File: src/rtl/pwm_ramp_controller.sv
// Soft-start/soft-stop sequencer for a pwm_generator: walks the generator threshold
// toward a target in bounded steps, loading new values only at period boundaries.
module pwm_ramp_controller #(
   parameter int n_bit     = 8,
   parameter int dwell_bit = 4
) (
   input  logic                 clock,
   input  logic                 reset,
   input  logic                 enable,
   input  logic                 start,
   input  logic                 abort,
   input  logic [n_bit-1:0]     target,
   input  logic [n_bit-1:0]     step,
   input  logic [dwell_bit-1:0] dwell,
   input  logic [n_bit-1:0]     pwm_count,
   output logic                 pwm_enable,
   output logic                 pwm_load,
   output logic [n_bit-1:0]     pwm_threshold,
   output logic [n_bit-1:0]     current,
   output logic                 busy,
   output logic                 done
);

   typedef enum logic [1:0] {
      S_IDLE = 2'd0,
      S_RUN  = 2'd1,
      S_LOAD = 2'd2,
      S_DONE = 2'd3
   } state_t;

   localparam logic [n_bit-1:0]     COUNT_MAX = {n_bit{1'b1}};
   localparam logic [n_bit-1:0]     STEP_ONE  = {{(n_bit-1){1'b0}}, 1'b1};
   localparam logic [dwell_bit-1:0] DWELL_ONE = {{(dwell_bit-1){1'b0}}, 1'b1};

   state_t               state_q, state_d;
   logic [n_bit-1:0]     current_q, current_d;
   logic [n_bit-1:0]     thr_q, thr_d;
   logic [n_bit-1:0]     tgt_q, tgt_d;
   logic [n_bit-1:0]     step_q, step_d;
   logic [dwell_bit-1:0] dwell_q, dwell_d;
   logic [dwell_bit-1:0] cnt_q, cnt_d;
   logic                 boundary_s;

   // Move cur toward tgt by stp in n_bit+1 bits, clamping at tgt so it never overshoots or wraps.
   function automatic logic [n_bit-1:0] step_toward(input logic [n_bit-1:0] cur,
                                                    input logic [n_bit-1:0] tgt,
                                                    input logic [n_bit-1:0] stp);
      logic [n_bit:0] wide;
      logic [n_bit-1:0] res;
      if (tgt > cur) begin
         wide = {1'b0, cur} + {1'b0, stp};
         res  = (wide >= {1'b0, tgt}) ? tgt : wide[n_bit-1:0];
      end else begin
         wide = {1'b0, cur} - {1'b0, stp};
         res  = (wide[n_bit] || (wide[n_bit-1:0] <= tgt)) ? tgt : wide[n_bit-1:0];
      end
      return res;
   endfunction

   // State and datapath registers.
   always_ff @(posedge clock or negedge reset) begin
      if (!reset) begin
         state_q   <= S_IDLE;
         current_q <= {n_bit{1'b0}};
         thr_q     <= {n_bit{1'b0}};
         tgt_q     <= {n_bit{1'b0}};
         step_q    <= {n_bit{1'b0}};
         dwell_q   <= {dwell_bit{1'b0}};
         cnt_q     <= {dwell_bit{1'b0}};
      end else begin
         state_q   <= state_d;
         current_q <= current_d;
         thr_q     <= thr_d;
         tgt_q     <= tgt_d;
         step_q    <= step_d;
         dwell_q   <= dwell_d;
         cnt_q     <= cnt_d;
      end
   end

   // Next-state and datapath update logic.
   always_comb begin
      state_d   = state_q;
      current_d = current_q;
      thr_d     = thr_q;
      tgt_d     = tgt_q;
      step_d    = step_q;
      dwell_d   = dwell_q;
      cnt_d     = cnt_q;
      case (state_q)
         S_IDLE: begin
            if (start) begin
               tgt_d   = target;
               step_d  = (step == {n_bit{1'b0}}) ? STEP_ONE : step;
               dwell_d = dwell;
               cnt_d   = {dwell_bit{1'b0}};
               state_d = (target == current_q) ? S_DONE : S_RUN;
            end else begin
               state_d = S_IDLE;
            end
         end
         S_RUN: begin
            if (abort) begin
               cnt_d   = {dwell_bit{1'b0}};
               state_d = S_IDLE;
            end else if (boundary_s) begin
               if (cnt_q == dwell_q) begin
                  thr_d   = step_toward(current_q, tgt_q, step_q);
                  state_d = S_LOAD;
               end else begin
                  cnt_d = cnt_q + DWELL_ONE;
               end
            end else begin
               state_d = S_RUN;
            end
         end
         S_LOAD: begin
            current_d = thr_q;
            cnt_d     = {dwell_bit{1'b0}};
            state_d   = (thr_q == tgt_q) ? S_DONE : S_RUN;
         end
         S_DONE:  state_d = S_IDLE;
         default: state_d = S_IDLE;
      endcase
   end

   // Outputs decoded from state; the generator counter is frozen during the load cycle.
   always_comb begin
      pwm_enable    = enable & reset & (state_q != S_LOAD);
      boundary_s    = pwm_enable & (pwm_count == COUNT_MAX);
      pwm_load      = (state_q == S_LOAD);
      pwm_threshold = thr_q;
      current       = current_q;
      busy          = (state_q == S_RUN) || (state_q == S_LOAD);
      done          = (state_q == S_DONE);
   end

endmodule
File: config.mk
export PLATFORM = sky130hd
export DESIGN_NAME = pwm_ramp_controller
export DESIGN_NICKNAME = d
export VERILOG_FILES = /design/src/rtl/pwm_ramp_controller.sv
export SDC_FILE = /design/constraint.sdc
export NUM_CORES = 1
export LEC_CHECK = 0
export CELL_PAD_IN_SITES_DETAIL_PLACEMENT = 0
export CELL_PAD_IN_SITES_GLOBAL_PLACEMENT = 1
export CORE_UTILIZATION = 42
export CTS_CLUSTER_DIAMETER = 30
export DETAILED_ROUTE_END_ITERATION = 8
export PLACE_DENSITY = 0.85
export SYNTH_ARGS = -nofsm -noshare
export SYNTH_HDL_FRONTEND = slang
export SYNTH_SLANG_ARGS = --single-unit
File: constraint.sdc
create_clock -name clock -period 3.95 [get_ports clock]
set_clock_uncertainty 0.05 [all_clocks]
set_input_delay 0.5925 -clock clock [delete_from_list [all_inputs] [get_ports clock]]
set_output_delay 0.5925 -clock clock [all_outputs]
set_load 0.02 [all_outputs]
* After elaboration in Yosys (flattened, before gate mapping)
Index checks and enable logic that the tools add are counted.
** Operators by class
- $add $sub $neg :: 3
- Multiply operators :: 0
- Div/mod/pow operators :: 0
- $lt $le $gt $ge :: 3
- Equal/unequal tests :: 12
- Shift-type cells :: 0
- Muxes and demuxes :: 16
- Bitwise operators :: 4
- Reduce and logical (&&, ||, !) cells :: 8
** Operators with widths (number)
- 8-bit 2-to-1 mux :: 4
- 8-bit == test :: 2
- 4-bit 2-to-1 mux :: 4
- 2-bit 2-to-1 mux :: 6
- 4-bit case mux with 3 select lines :: 1
- 8-bit by 8-bit adder with 9-bit output :: 1
- 9-bit by 8-bit >= comparator with 1-bit output :: 1
- 8-bit by 8-bit subtractor with 9-bit output :: 1
- 8-bit == test, second input constant :: 1
- 8-bit > comparator :: 1
- 8-bit <= comparator :: 1
- 8-bit zero test :: 1
- 2-bit case mux with 4 select lines :: 1
- 4-bit AND reduction :: 2
- 3-bit != test, second input constant :: 2
- 4-bit by 1-bit adder with 4-bit output, second input constant :: 1
- 2-bit == test, second input constant :: 2
- 4-bit == test :: 1
- 2-bit != test, second input constant :: 2
- 4-bit != test, second input constant :: 1
- 1-bit AND :: 3
- 3-bit nonzero test :: 1
- 2-bit by 1-bit == test with 1-bit output, second input constant :: 1
- 2-bit zero test :: 1
- 3 further kinds :: 4
** Storage, ports and cells
- Flip-flop bits (word level) :: 42
- Bits in latches :: 0
- Memory bits (writable) :: 0
- Bits in read-only memories :: 0
- Input bits :: 33
- Output and inout bits :: 20
- Memories kept :: 0

* Logic depth before layout (Yosys ltp)
- Depth in word-level cells :: 6
- Gate-level depth with buffers :: 17
- Gate-level depth less buffers :: 15

* Worst setup path after synthesis
Ideal clock, no wire load.
- Path kind :: register to register
- Start point :: register current_q[1] (netlist: current[1])
- End point :: register thr_q[1] (netlist: pwm_threshold[1])
- Data arrival time :: 3.202 ns
- Slack :: 0.572 ns
- Cell stages (with the launch flop) :: 14
- Path buffers :: 0
- Clock period less this slack :: 3.378 ns
- Cell sequence :: dfrtp_1 -> ha_1 -> nor2b_1 -> o21ai_0 -> o221ai_1 -> o31ai_1 -> xnor2_1 -> ha_1 -> a21oi_1 -> o21ai_0 -> o221ai_4 -> mux2_2 -> a22oi_1 -> o21ai_1
** Between the ends
- Word-level cells in the longest chain between the ends :: 5
- Elaborated cells on any way between the ends :: 9
- Classes of those cells :: add/sub (2); order compare (3); mux (3); reduce/logical (1)
** Ends and longest elaborated chain
- start, declared :: RTL line 36 : logic [n_bit-1:0] current_q, current_d;
- start signal, assigned :: RTL line 64 : current_q <= {n_bit{1'b0}};
- start signal, assigned :: RTL line 72 : current_q <= current_d;
- 8-bit by 8-bit subtractor with 9-bit output :: RTL line 54 : wide = {1'b0, cur} - {1'b0, stp};
- 8-bit <= comparator :: RTL line 55 : res = (wide[n_bit] || (wide[n_bit-1:0] <= tgt)) ? tgt : wide[n_bit-1:0];
- 1-bit logical OR :: RTL line 55
- 8-bit 2-to-1 mux :: RTL line 55
- 8-bit 2-to-1 mux * :: RTL line 50 : if (tgt > cur) begin
- end signal, assigned :: RTL line 65 : thr_q <= {n_bit{1'b0}};
- end signal, assigned :: RTL line 73 : thr_q <= thr_d;
- end, declared :: RTL line 37 : logic [n_bit-1:0] thr_q, thr_d;
Every way passes the cells marked *; elsewhere a longest branch is shown, timed or not.
A chain may end at the register's enable or synchronous reset.

* Final worst setup path
- Start point :: register step_q[1]
- End point :: register thr_q[3] (netlist: pwm_threshold[3])
** Between the ends
- Word-level cells in the longest chain between the ends :: 5
- Elaborated cells on any way between the ends :: 8
- Classes of those cells :: add/sub (2); order compare (2); mux (3); reduce/logical (1)
** Ends and longest elaborated chain
- start, declared :: RTL line 39 : logic [n_bit-1:0] step_q, step_d;
- start signal, assigned :: RTL line 67 : step_q <= {n_bit{1'b0}};
- start signal, assigned :: RTL line 75 : step_q <= step_d;
- 8-bit by 8-bit subtractor with 9-bit output :: RTL line 54
- 8-bit <= comparator :: RTL line 55
- 1-bit logical OR :: RTL line 55
- 8-bit 2-to-1 mux :: RTL line 55
- 8-bit 2-to-1 mux * :: RTL line 50
Marks and branches as above.

==> summary.md <==
| Metric | Value |
|---|---|
| Row count | `32` |
| Worst Max-Slew Pin Slew | `0.873 ns` |
| Met2 usage | `36.4%` |
| First-pass GRT wire length | `14500 um` |
| CORE AREA | `7890 um2` |
| Placed cell count | `516` |
| Total chip power | `2.42 mW` |
| Tmin final | `3.59 ns` |
| Sink Count | `42` |
| Drt total wl | `8800 um` |
| CTS tree | `done` |
| Met1 Resource Use GR | `28.4%` |
| Synthesized flop and latch total | `42` |
| H-tree Lvls | `2` |
| Worst R2R End | `pwm_threshold[3]$_DFFE_PN0P_` |
| Dpl cell area | `4130 um2` |
| Synthesized Nets | `447` |
| Multi-input gate area | `2270 um2` |
| Post-DP HPWL | `7140 um` |
| Final Non-Filler Cells | `526` |
| Ys Warns | `0` |
| Final slew viol count | `0` |
| Pre-CTS WS | `0.141 ns` |
| Starting density of the core | `44.4%` |
| CP Class | `flop to flop` |
| Antenna cells | `0` |
| Setup slack after layout | `0.361 ns` |
| IO Port Bufs | `52` |
| Final core utilization | `53.8%` |
| Setup violators final | `0` |
| Worst Hold Class | `primary input to asynchronous set/reset pin` |
| Crit. End Element | `flop` |
| Final hold viol count | `0` |
| Met3 usage | `3.25%` |
| Reg2reg setup slack | `0.36 ns` |
| Final Cell Area | `4240 um2` |
| CTS root buffer | `clkbuf_8` |
| Register area share after synthesis | `30.0%` |
| Initial antenna violation count | `0` |
| Maximum VDD drop | `250 uV` |
| Vias | `2915` |
| Total track usage | `21.6%` |
| Cell Pwr Density | `571 nW/um2` |
| Gpl congestion | `0.921` |
| DR iter-0 viols | `134` |
| Max-slew headroom at the worst pin | `41.6%` |
| Netlist Area Pre-Place | `3500 um2` |
| Share of cells above drive strength 1 | `13.2%` |
| Die area | `8700 um2` |
| FMAX | `279 MHz` |
| Filler cell count | `703` |
| GRT Residual Overflow | `0` |
| Netlist cell types | `57` |
| Fin crit share | `90.9%` |
| Die Span Y | `93.3 um` |
| Vias in the first global route | `2939` |
| TritonCTS buffer count | `5` |
| Max-cap viol count | `0` |
| Area taken by flip-flops and latches | `1050 um2` |
| Hold_ws | `0.368 ns` |
| ANT nets after route | `0` |
| Area Overhead vs Synth | `21.2%` |
| Die width | `93.3 um` |
| Startpoint Class | `flop` |
| Leakage power | `1.90 nW` |
| R2r startpoint | `step_q[1]$_DFFE_PN0P_` |
| Worst EP arrival | `3.72 ns` |
| GRT Max-Usage Layer | `met2` |
| Largest net degree at the start of global routing | `43` |
| # DRC | `0` |
| CP required | `4.09 ns` |
| Cell count after synthesis | `365` |
| Worst-Skew Late Latency | `0.30 ns` |
| Via/cell ratio | `5.54` |
| CTS Buffer Depth | `2` |
| Syn avg cell area | `9.59 um2` |
| R2R cell count | `14` |
| Unrepaired setup endpoints after global routing | `false` |
| Router iterations before antenna repair | `4` |
| # nets final | `505` |
| Io pins | `53` |
| Maximum fanout along the worst path | `7` |
| Status | `complete, no violations` |
| Detailed-route wire length per cell | `16.7 um` |
| Setup_tns | `0 ns` |
| Worst-path clk slew | `0.09 ns` |
-- worst max-delay path, cell delays in order, from the launching register on --
cell,delay (ns)
dfrtp_1,0.43
inv_1,0.10
ha_1,0.30
nor2b_1,0.13
o21ai_0,0.25
o221ai_1,0.25
o31ai_2,0.26
xnor2_1,0.19
ha_1,0.31
a21oi_1,0.14
o21ai_0,0.15
o221ai_4,0.30
mux2_2,0.38
a22oi_1,0.15
o21ai_1,0.09
-- worst max-delay path by stage --
stage | startpoint | to | slack (ns) | cells after the start
after detailed placement | current[1]$_DFFE_PN0P_ | pwm_threshold[1]$_DFFE_PN0P_ | 0.14 | 13
after global placement | current[1]$_DFFE_PN0P_ | pwm_threshold[2]$_DFFE_PN0P_ | 0.24 | 13
final | step_q[1]$_DFFE_PN0P_ | pwm_threshold[3]$_DFFE_PN0P_ | 0.36 | 14
after global routing | step_q[1]$_DFFE_PN0P_ | pwm_threshold[3]$_DFFE_PN0P_ | 0.04 | 14
after floorplan | current[1]$_DFFE_PN0P_ | pwm_threshold[1]$_DFFE_PN0P_ | 0.57 | 13
after CTS | current[1]$_DFFE_PN0P_ | pwm_threshold[3]$_DFFE_PN0P_ | 0.14 | 13
-- synth_stat cells, drive strengths merged --
master | n | share of area [%]
o21bai | 1 | 0.21
nor2 | 12 | 1.3
or4 | 3 | 0.75
dfrtp | 42 | 30
a21boi | 1 | 0.21
o21a | 1 | 0.21
a21oi | 19 | 2.8
o221ai | 5 | 1.9
or3 | 1 | 0.18
a211oi | 3 | 0.79
o22a | 1 | 0.25
a2bb2oi | 1 | 0.25
or2 | 3 | 0.54
a211o | 1 | 0.25
nand4 | 11 | 2.0
clkbuf | 3 | 0.32
a22o | 1 | 0.25
o211a | 1 | 0.29
nor3 | 5 | 1.0
o2111ai | 1 | 0.25
xnor2 | 21 | 5.3
ha | 47 | 17
nand3 | 3 | 0.43
inv | 38 | 4.1
a221oi | 3 | 1.1
nand2b | 8 | 1.6
buf | 4 | 0.93
a22oi | 6 | 1.3
nand3b | 1 | 0.57
o31ai | 2 | 0.57
o211ai | 3 | 0.64
nor4 | 4 | 0.71
a31oi | 1 | 0.18
mux2i | 4 | 1.1
xor2 | 11 | 2.8
nor2b | 8 | 1.4
o21ai | 29 | 4.1
mux2 | 24 | 7.7
fa | 2 | 1.1
a21o | 1 | 0.21
nand2 | 27 | 3.0
and2 | 1 | 0.18
a31o | 1 | 0.25
-- final cells by class --
cell class	count	area share, %
Tap cell	102	3.01
Inverter	38	3.36
Clock inverter	1	0.118
Clock buffer	7	2.04
Multi-Input combinational cell	278	53.5
Timing Repair Buffer	58	13.2
Sequential cell	42	24.8
-- routing by layer --
metal	vias up	wire length, um
met2	92	4210
li1	1411	-
met3	18	499
met5	-	0
met1	1394	3900
met4	0	194
-- registers in the layout, indices dropped and copies added (netlist names) --
signal	count
cnt_q	4
current	8
dwell_q	4
pwm_threshold	8
state_q	2
step_q	8
tgt_q	8
-- logic make-up (layout without fill, tap and decap cells) --
group	after synthesis	in the layout	share of synthesized area, %
AO/OA/AOI/OAI	82	82	16.1
XOR/XNOR	32	32	8.01
adder cells (fa/ha/maj)	49	49	17.9
buffers and inverters	45	104	5.33
flip-flops	42	42	30.0
multiplexers	28	28	8.87
AND/OR/NAND/NOR	87	87	13.7
-- report_power, final --
part | switching [mW] | internal [mW]
registers | 0.159 | 0.546
clock network | 0.157 | 0.141
logic | 0.778 | 0.638
-- timing repair --
action,in CTS,in global routing
endpoints found under the setup margin,0,5
gates resized for setup,0,2
buffers inserted,0,2
hold buffers,0,0
-- layout by cell type, fill, tap and decap left out, types with 2 or more instances in the layout --
cell | synthesis | layout
dfrtp_1 | 42 | 41
o21ai_0 | 22 | 22
clkdlybuf4s50_1 | 0 | 51
or4_1 | 2 | 2
mux2i_1 | 4 | 4
a221oi_2 | 2 | 2
o221ai_1 | 3 | 3
fa_1 | 2 | 2
a211oi_1 | 2 | 2
nor3_1 | 4 | 4
xnor2_1 | 21 | 21
o31ai_2 | 1 | 2
nand2_1 | 26 | 26
or2_2 | 2 | 2
clkbuf_8 | 0 | 6
nand4_1 | 11 | 11
o211ai_1 | 3 | 3
o21ai_1 | 7 | 7
xor2_1 | 11 | 11
a21oi_1 | 18 | 18
nor2b_1 | 8 | 8
buf_4 | 0 | 6
mux2_2 | 24 | 24
inv_1 | 37 | 37
nor4_1 | 4 | 4
nor2_1 | 12 | 12
ha_1 | 47 | 47
nand3_1 | 3 | 3
nand2b_1 | 7 | 7
a22oi_1 | 6 | 6
(Power assumes the default switching activity.)
